`src/rtl/dequantize_expand_pkg.sv`:
```
// Shared quantization constants: default datapath widths, channel count and
// the saturation bounds of the default accumulator-domain width.
package dequantize_expand_pkg;

  localparam int unsigned DQ_IN_W    = 8;
  localparam int unsigned DQ_SCALE_W = 16;
  localparam int unsigned DQ_OUT_W   = 32;
  localparam int unsigned DQ_NUM_CH  = 16;

  localparam logic signed [DQ_OUT_W-1:0] DQ_SAT_MAX = {1'b0, {(DQ_OUT_W-1){1'b1}}};
  localparam logic signed [DQ_OUT_W-1:0] DQ_SAT_MIN = {1'b1, {(DQ_OUT_W-1){1'b0}}};

endpackage

```
`src/rtl/dequantize_expand.sv`:
```
// Per-channel dequantization: m_data = sat(s_data * scale[ch] + offset[ch]),
// two-stage valid/ready pipeline with an internal scale/offset table.
module dequantize_expand
  import dequantize_expand_pkg::*;
#(
  parameter int unsigned IN_W    = DQ_IN_W,
  parameter int unsigned SCALE_W = DQ_SCALE_W,
  parameter int unsigned OUT_W   = DQ_OUT_W,
  parameter int unsigned NUM_CH  = DQ_NUM_CH,
  localparam int unsigned CH_W   = (NUM_CH > 1) ? $clog2(NUM_CH) : 1
) (
  input  logic                      clk,
  input  logic                      rst,
  input  logic                      cfg_we,
  input  logic [CH_W-1:0]           cfg_addr,
  input  logic signed [SCALE_W-1:0] cfg_scale,
  input  logic signed [OUT_W-1:0]   cfg_offset,
  input  logic                      s_valid,
  output logic                      s_ready,
  input  logic signed [IN_W-1:0]    s_data,
  input  logic                      s_last,
  output logic                      m_valid,
  input  logic                      m_ready,
  output logic signed [OUT_W-1:0]   m_data,
  output logic                      m_last
);

  localparam int unsigned PROD_W = IN_W + SCALE_W;
  localparam int unsigned SUM_W  = OUT_W + 1;
  localparam logic signed [OUT_W-1:0] SAT_MAX = {1'b0, {(OUT_W-1){1'b1}}};
  localparam logic signed [OUT_W-1:0] SAT_MIN = {1'b1, {(OUT_W-1){1'b0}}};

  logic signed [SCALE_W-1:0] r_scale [NUM_CH];
  logic signed [OUT_W-1:0]   r_offset [NUM_CH];
  logic [CH_W-1:0]           r_ch;

  logic                      r_s1_valid;
  logic signed [PROD_W-1:0]  r_s1_prod;
  logic signed [OUT_W-1:0]   r_s1_off;
  logic                      r_s1_last;

  logic                      r_m_valid;
  logic signed [OUT_W-1:0]   r_m_data;
  logic                      r_m_last;

  logic                      w_s2_adv;
  logic                      w_s1_adv;
  logic                      w_accept;
  logic signed [SCALE_W-1:0] w_scale;
  logic signed [OUT_W-1:0]   w_offset;
  logic signed [PROD_W-1:0]  w_prod;
  logic signed [SUM_W-1:0]   w_sum;
  logic signed [OUT_W-1:0]   w_sat;

  assign w_s2_adv = !r_m_valid || m_ready;
  assign w_s1_adv = !r_s1_valid || w_s2_adv;
  assign s_ready  = !rst && w_s1_adv;
  assign w_accept = s_valid && s_ready;

  // Table is read combinationally, so a same-edge write is seen only by later beats.
  assign w_scale  = r_scale[r_ch];
  assign w_offset = r_offset[r_ch];
  assign w_prod   = PROD_W'(s_data) * PROD_W'(w_scale);

  assign w_sum = SUM_W'(r_s1_prod) + SUM_W'(r_s1_off);
  // Overflow of the OUT_W range shows up as the top two sum bits disagreeing.
  assign w_sat = (w_sum[OUT_W] != w_sum[OUT_W-1]) ?
                 (w_sum[OUT_W] ? SAT_MIN : SAT_MAX) : w_sum[OUT_W-1:0];

  always_ff @(posedge clk) begin
    if (rst) begin
      for (int unsigned i = 0; i < NUM_CH; i++) begin
        r_scale[i]  <= SCALE_W'(1);
        r_offset[i] <= '0;
      end
    end else if (cfg_we) begin
      r_scale[cfg_addr]  <= cfg_scale;
      r_offset[cfg_addr] <= cfg_offset;
    end
  end

  always_ff @(posedge clk) begin
    if (rst) begin
      r_ch <= '0;
    end else if (w_accept) begin
      r_ch <= (s_last || (r_ch == CH_W'(NUM_CH - 1))) ? '0 : r_ch + CH_W'(1);
    end
  end

  always_ff @(posedge clk) begin
    if (rst) begin
      r_s1_valid <= 1'b0;
      r_s1_prod  <= '0;
      r_s1_off   <= '0;
      r_s1_last  <= 1'b0;
    end else if (w_s1_adv) begin
      r_s1_valid <= w_accept;
      if (w_accept) begin
        r_s1_prod <= w_prod;
        r_s1_off  <= w_offset;
        r_s1_last <= s_last;
      end
    end
  end

  always_ff @(posedge clk) begin
    if (rst) begin
      r_m_valid <= 1'b0;
      r_m_data  <= '0;
      r_m_last  <= 1'b0;
    end else if (w_s2_adv) begin
      r_m_valid <= r_s1_valid;
      if (r_s1_valid) begin
        r_m_data <= w_sat;
        r_m_last <= r_s1_last;
      end
    end
  end

  assign m_valid = r_m_valid;
  assign m_data  = r_m_data;
  assign m_last  = r_m_last;

endmodule
```
`config.mk`:
```
export PLATFORM = sky130hd
export DESIGN_NAME = dequantize_expand
export DESIGN_NICKNAME = d
export VERILOG_FILES = /design/src/rtl/dequantize_expand_pkg.sv /design/src/rtl/dequantize_expand.sv
export SDC_FILE = /design/constraint.sdc
export NUM_CORES = 2
export LEC_CHECK = 0
export BUFFER_PORTS_ARGS = -buffer_cell sky130_fd_sc_hd__buf_4
export CAP_MARGIN = 0
export CORE_MARGIN = 1
export CORE_UTILIZATION = 50
export CTS_CLUSTER_SIZE = 25
export DETAILED_ROUTE_END_ITERATION = 10
export PLACE_DENSITY = 0.76
export SETUP_SLACK_MARGIN = 0.3
export SLEW_MARGIN = 20
export SYNTH_ARGS = -nofsm -noshare
export SYNTH_HDL_FRONTEND = slang
export SYNTH_SLANG_ARGS = --single-unit
```
`constraint.sdc`:
```
create_clock -name clk -period 7.45 [get_ports clk]
set_clock_uncertainty 0.05 [all_clocks]
set_input_delay 1.1175 -clock clk [delete_from_list [all_inputs] [get_ports clk]]
set_output_delay 1.1175 -clock clk [all_outputs]
set_load 0.01 [all_outputs]
```
==> qor.yml <==
grt:
  track_usage: 0.255
  antenna_found_initial: 17
  first_global_vias: 25770
  grt_max_degree: 84
  grt_overflow: 0
  grt_pass1_wl_um: 167000
setup_path:
  crit_path_end_kind: "flip-flop"
  start_kind: "flip-flop"
  crit_arrival_ns: 6.97
  reg2reg_slack_ns: 1.0
  crit_family: "adder cells"
  r2r-end: "r_s1_prod[22]"
  rr_worst_depth: 21
  worstSetupPathType: "flip-flop to flip-flop"
  path_depth: 21
  max_stage_delay_ns: 0.84
  crit_chain: "buf_12 > mux4_2 > mux4_2 > and2_1 > ha_1 > fa_1 > inv_1 > fa_1 > fa_1 > inv_1 > ha_1 > nor2b_1 > o21ai_0 > a21boi_0 > o21ai_0 > a21oi_1 > a21oi_1 > nor4_1 > nor3_1 > xor2_1 > o21ai_0"
  cp_slowest_cell: "dfxtp_2"
  worst-path-buf-inv: 3
  required_ns: 7.97
  crit_end: "r_s1_prod[22]"
  cp_max_fo: 28
logic_synthesis:
  ys_warn_count: 0
  synth_xor_xnor_area_share: 0.0108
  syn-cell-area_sq_um: 43800
  ys_types: 57
  synth-simple-area-share: 0.154
  yosysMostFrequentCell: "and2_1"
  synth_edf_count: 768
  synth_top_flop_cell: "edfxtp_1"
  synth.mux.area_fraction: 0.124
  ys_seq_elements: 868
  synth_top_cells_by_count: "and2_1 (852), edfxtp_1 (768), mux4_2 (240)"
  synth-adder-area-share: 0.0705
  synth_nets: 3394
  synth.top_cell.area_share: 0.527
  syn_area_per_cell_sq_um: 13.9
  synth-seq-area-share: 0.573
  synthArstFlopShare: 0
  synth_top_family_by_area: "simple AND/OR/NAND/NOR gates"
  netlist_instances: 3146
  synth_compound_area_frac: 0.0352
  synthTopCellsByArea: "edfxtp_1 (53%), mux4_2 (12%), and2_1 (12%)"
  yosys.area.top_type: "edfxtp_1"
route:
  drt_wl_total_um: 112000
  routed-via-count: 25845
  first_pass_iters: 5
  viasPerCell: 5.89
  drc: 0
  wl_per_cell_um: 25.6
  drtIter0Drc: 2926
  ant_nets: 0
timing:
  slew-limit-headroom: 0.225
  period_share: 0.866
  period_needed_ns: 6.45
  setup_violations: 0
  slew_viol_final: 0
  rsz0062_at_grt: "no"
  clock.fmax_mhz: 155
  worst_slack_ns: 0.999
  finalHoldViolations: 0
  tightest_slew_ns: 1.16
  tns_ns: 0
cts:
  clk_path_buf_depth: 3
  clk-insertion-delay-late_ns: 0.66
  cts_tree: "yes"
  post_cts_resized: 0
  cts-root-buf: "clkbuf_16"
  ctsHoldBuffers: 0
  cts_buffers: 89
  cts_sinks: 868
  post-cts-setup-buffers: 0
  htreeDepth: 3
  clkTransAtPathRegs_ns: 0.07
placement:
  place.gp.congestion: 0.852
  dp.cells: 4213
  dp_hpwl_um: 63000
  port_buffers: 100
  place_ws_ns: 1.03
  placed_cell_area_sq_um: 45700
hold_path:
  hold_path_class: "flip-flop to flip-flop"
final_layout:
  final_util: 0.561
  layout.nets: 3398
  stdcell_count: 4385
  fin_area_sq_um: 48700
  area_growth_pct: 11.2
  nFillCells: 6677
  layout-drive-gt1-share: 0.181
floorplan:
  coreArea_sq_um: 86800
  die_area_sq_um: 88700
  placementRows: 108
  start_util: 0.505
  fp.dieW_um: 298
  dieHeight_um: 298
  pin_count: 101
pwr:
  p_per_area_nw_per_um2: 276
  ir_worst_vdd_uv: 186
  p_leak_nw: 17.5
run_status:
  status: "complete, no violations"
flow_run:
  maxCapViolCount: 0
stage by stage:
step | power, W | hold slack, ns
3_5_place_dp | 0.00909 | 0.408
5_1_grt | 0.0140 | 0.438
4_1_cts | 0.0135 | 0.416
2_1_floorplan | 0.00821 | 0.382
3_3_place_gp | 0.00902 | 0.401
6_report | 0.0134 | 0.413
worst min-delay path by stage:
stage	start	to	depth (start not counted)
finish	r_s1_off[20]	r_s1_off[20]	2
floorplan	r_s1_last	m_last	2
CTS	r_s1_off[6]	r_s1_off[6]	2
global placement	r_s1_off[13]	r_s1_off[13]	2
global route	r_s1_off[9]	r_s1_off[9]	2
detailed placement	r_s1_off[6]	r_s1_off[6]	2
power breakdown:
group | total [W] | internal [W] | switching [W]
Clock | 0.00445 | 0.00250 | 0.00194
Combinational | 0.00321 | 0.00137 | 0.00184
Sequential | 0.00578 | 0.00562 | 0.000162
Total | 0.0134 | 0.00949 | 0.00395
cell families after synthesis:
| family | count (synthesis) |
|---|---|
| simple gates | 1167 |
| flops | 868 |
| buf+inv | 377 |
| compound gates | 254 |
| mux | 241 |
| fa+ha+maj | 185 |
| xor+xnor | 54 |
layer usage:
layer	share of wire	GRT usage	up-vias	wire length, um
li1	-	-	11202	-
met1	0.38	0.335	13013	42500
met2	0.49	0.422	1380	54500
met3	0.11	0.0623	234	12000
met4	0.028	0.0756	16	3110
met5	0.00084	0	-	94
tightest hold or removal path, delay by kind of cell, from the launching register on:
family,cells,cell delay (ns)
flip-flops,1,0.31
AND/OR/NAND/NOR,1,0.05
AO/OA/AOI/OAI,1,0.06
flip-flops by register name (all words and copies together) (netlist names), named ones only:
name	flops
r_s1_valid	1
r_ch	4
m_last	1
r_s1_off	32
r_s1_last	1
r_s1_prod	24
r_offset	512
m_valid	1
m_data	32
r_scale	256
area by class of cell:
class                   instances  area [sq um]  share of cell area
diodes                          6          15.0            0.000308
flip-flops and latches        868         25100               0.515
inverters                     140           526              0.0108
repair buffers                150          1180              0.0243
clock buffers                 113          2390              0.0491
multi-input cells            1901         17500               0.360
clock inverters                52           517              0.0106
well taps                    1155          1450              0.0297
cell usage in the layout, fill, tap and decap left out, drive strengths merged, types with 13 or more instances in the layout:
master	synthesis	final
a21o	18	18
ha	78	78
dfxtp	100	100
nor2	85	85
mux4	240	240
buf	32	150
nor3	13	13
inv	140	144
a211oi	19	19
clkbuf	205	113
or3	19	19
fa	104	104
edfxtp	768	768
xnor2	30	30
xor2	24	24
a21oi	64	64
and2	852	852
nand2	122	122
clkinv	0	37
nand2b	21	21
o21ai	109	109
nand3	26	26
Note: power is estimated with default switching activity, not from simulation.
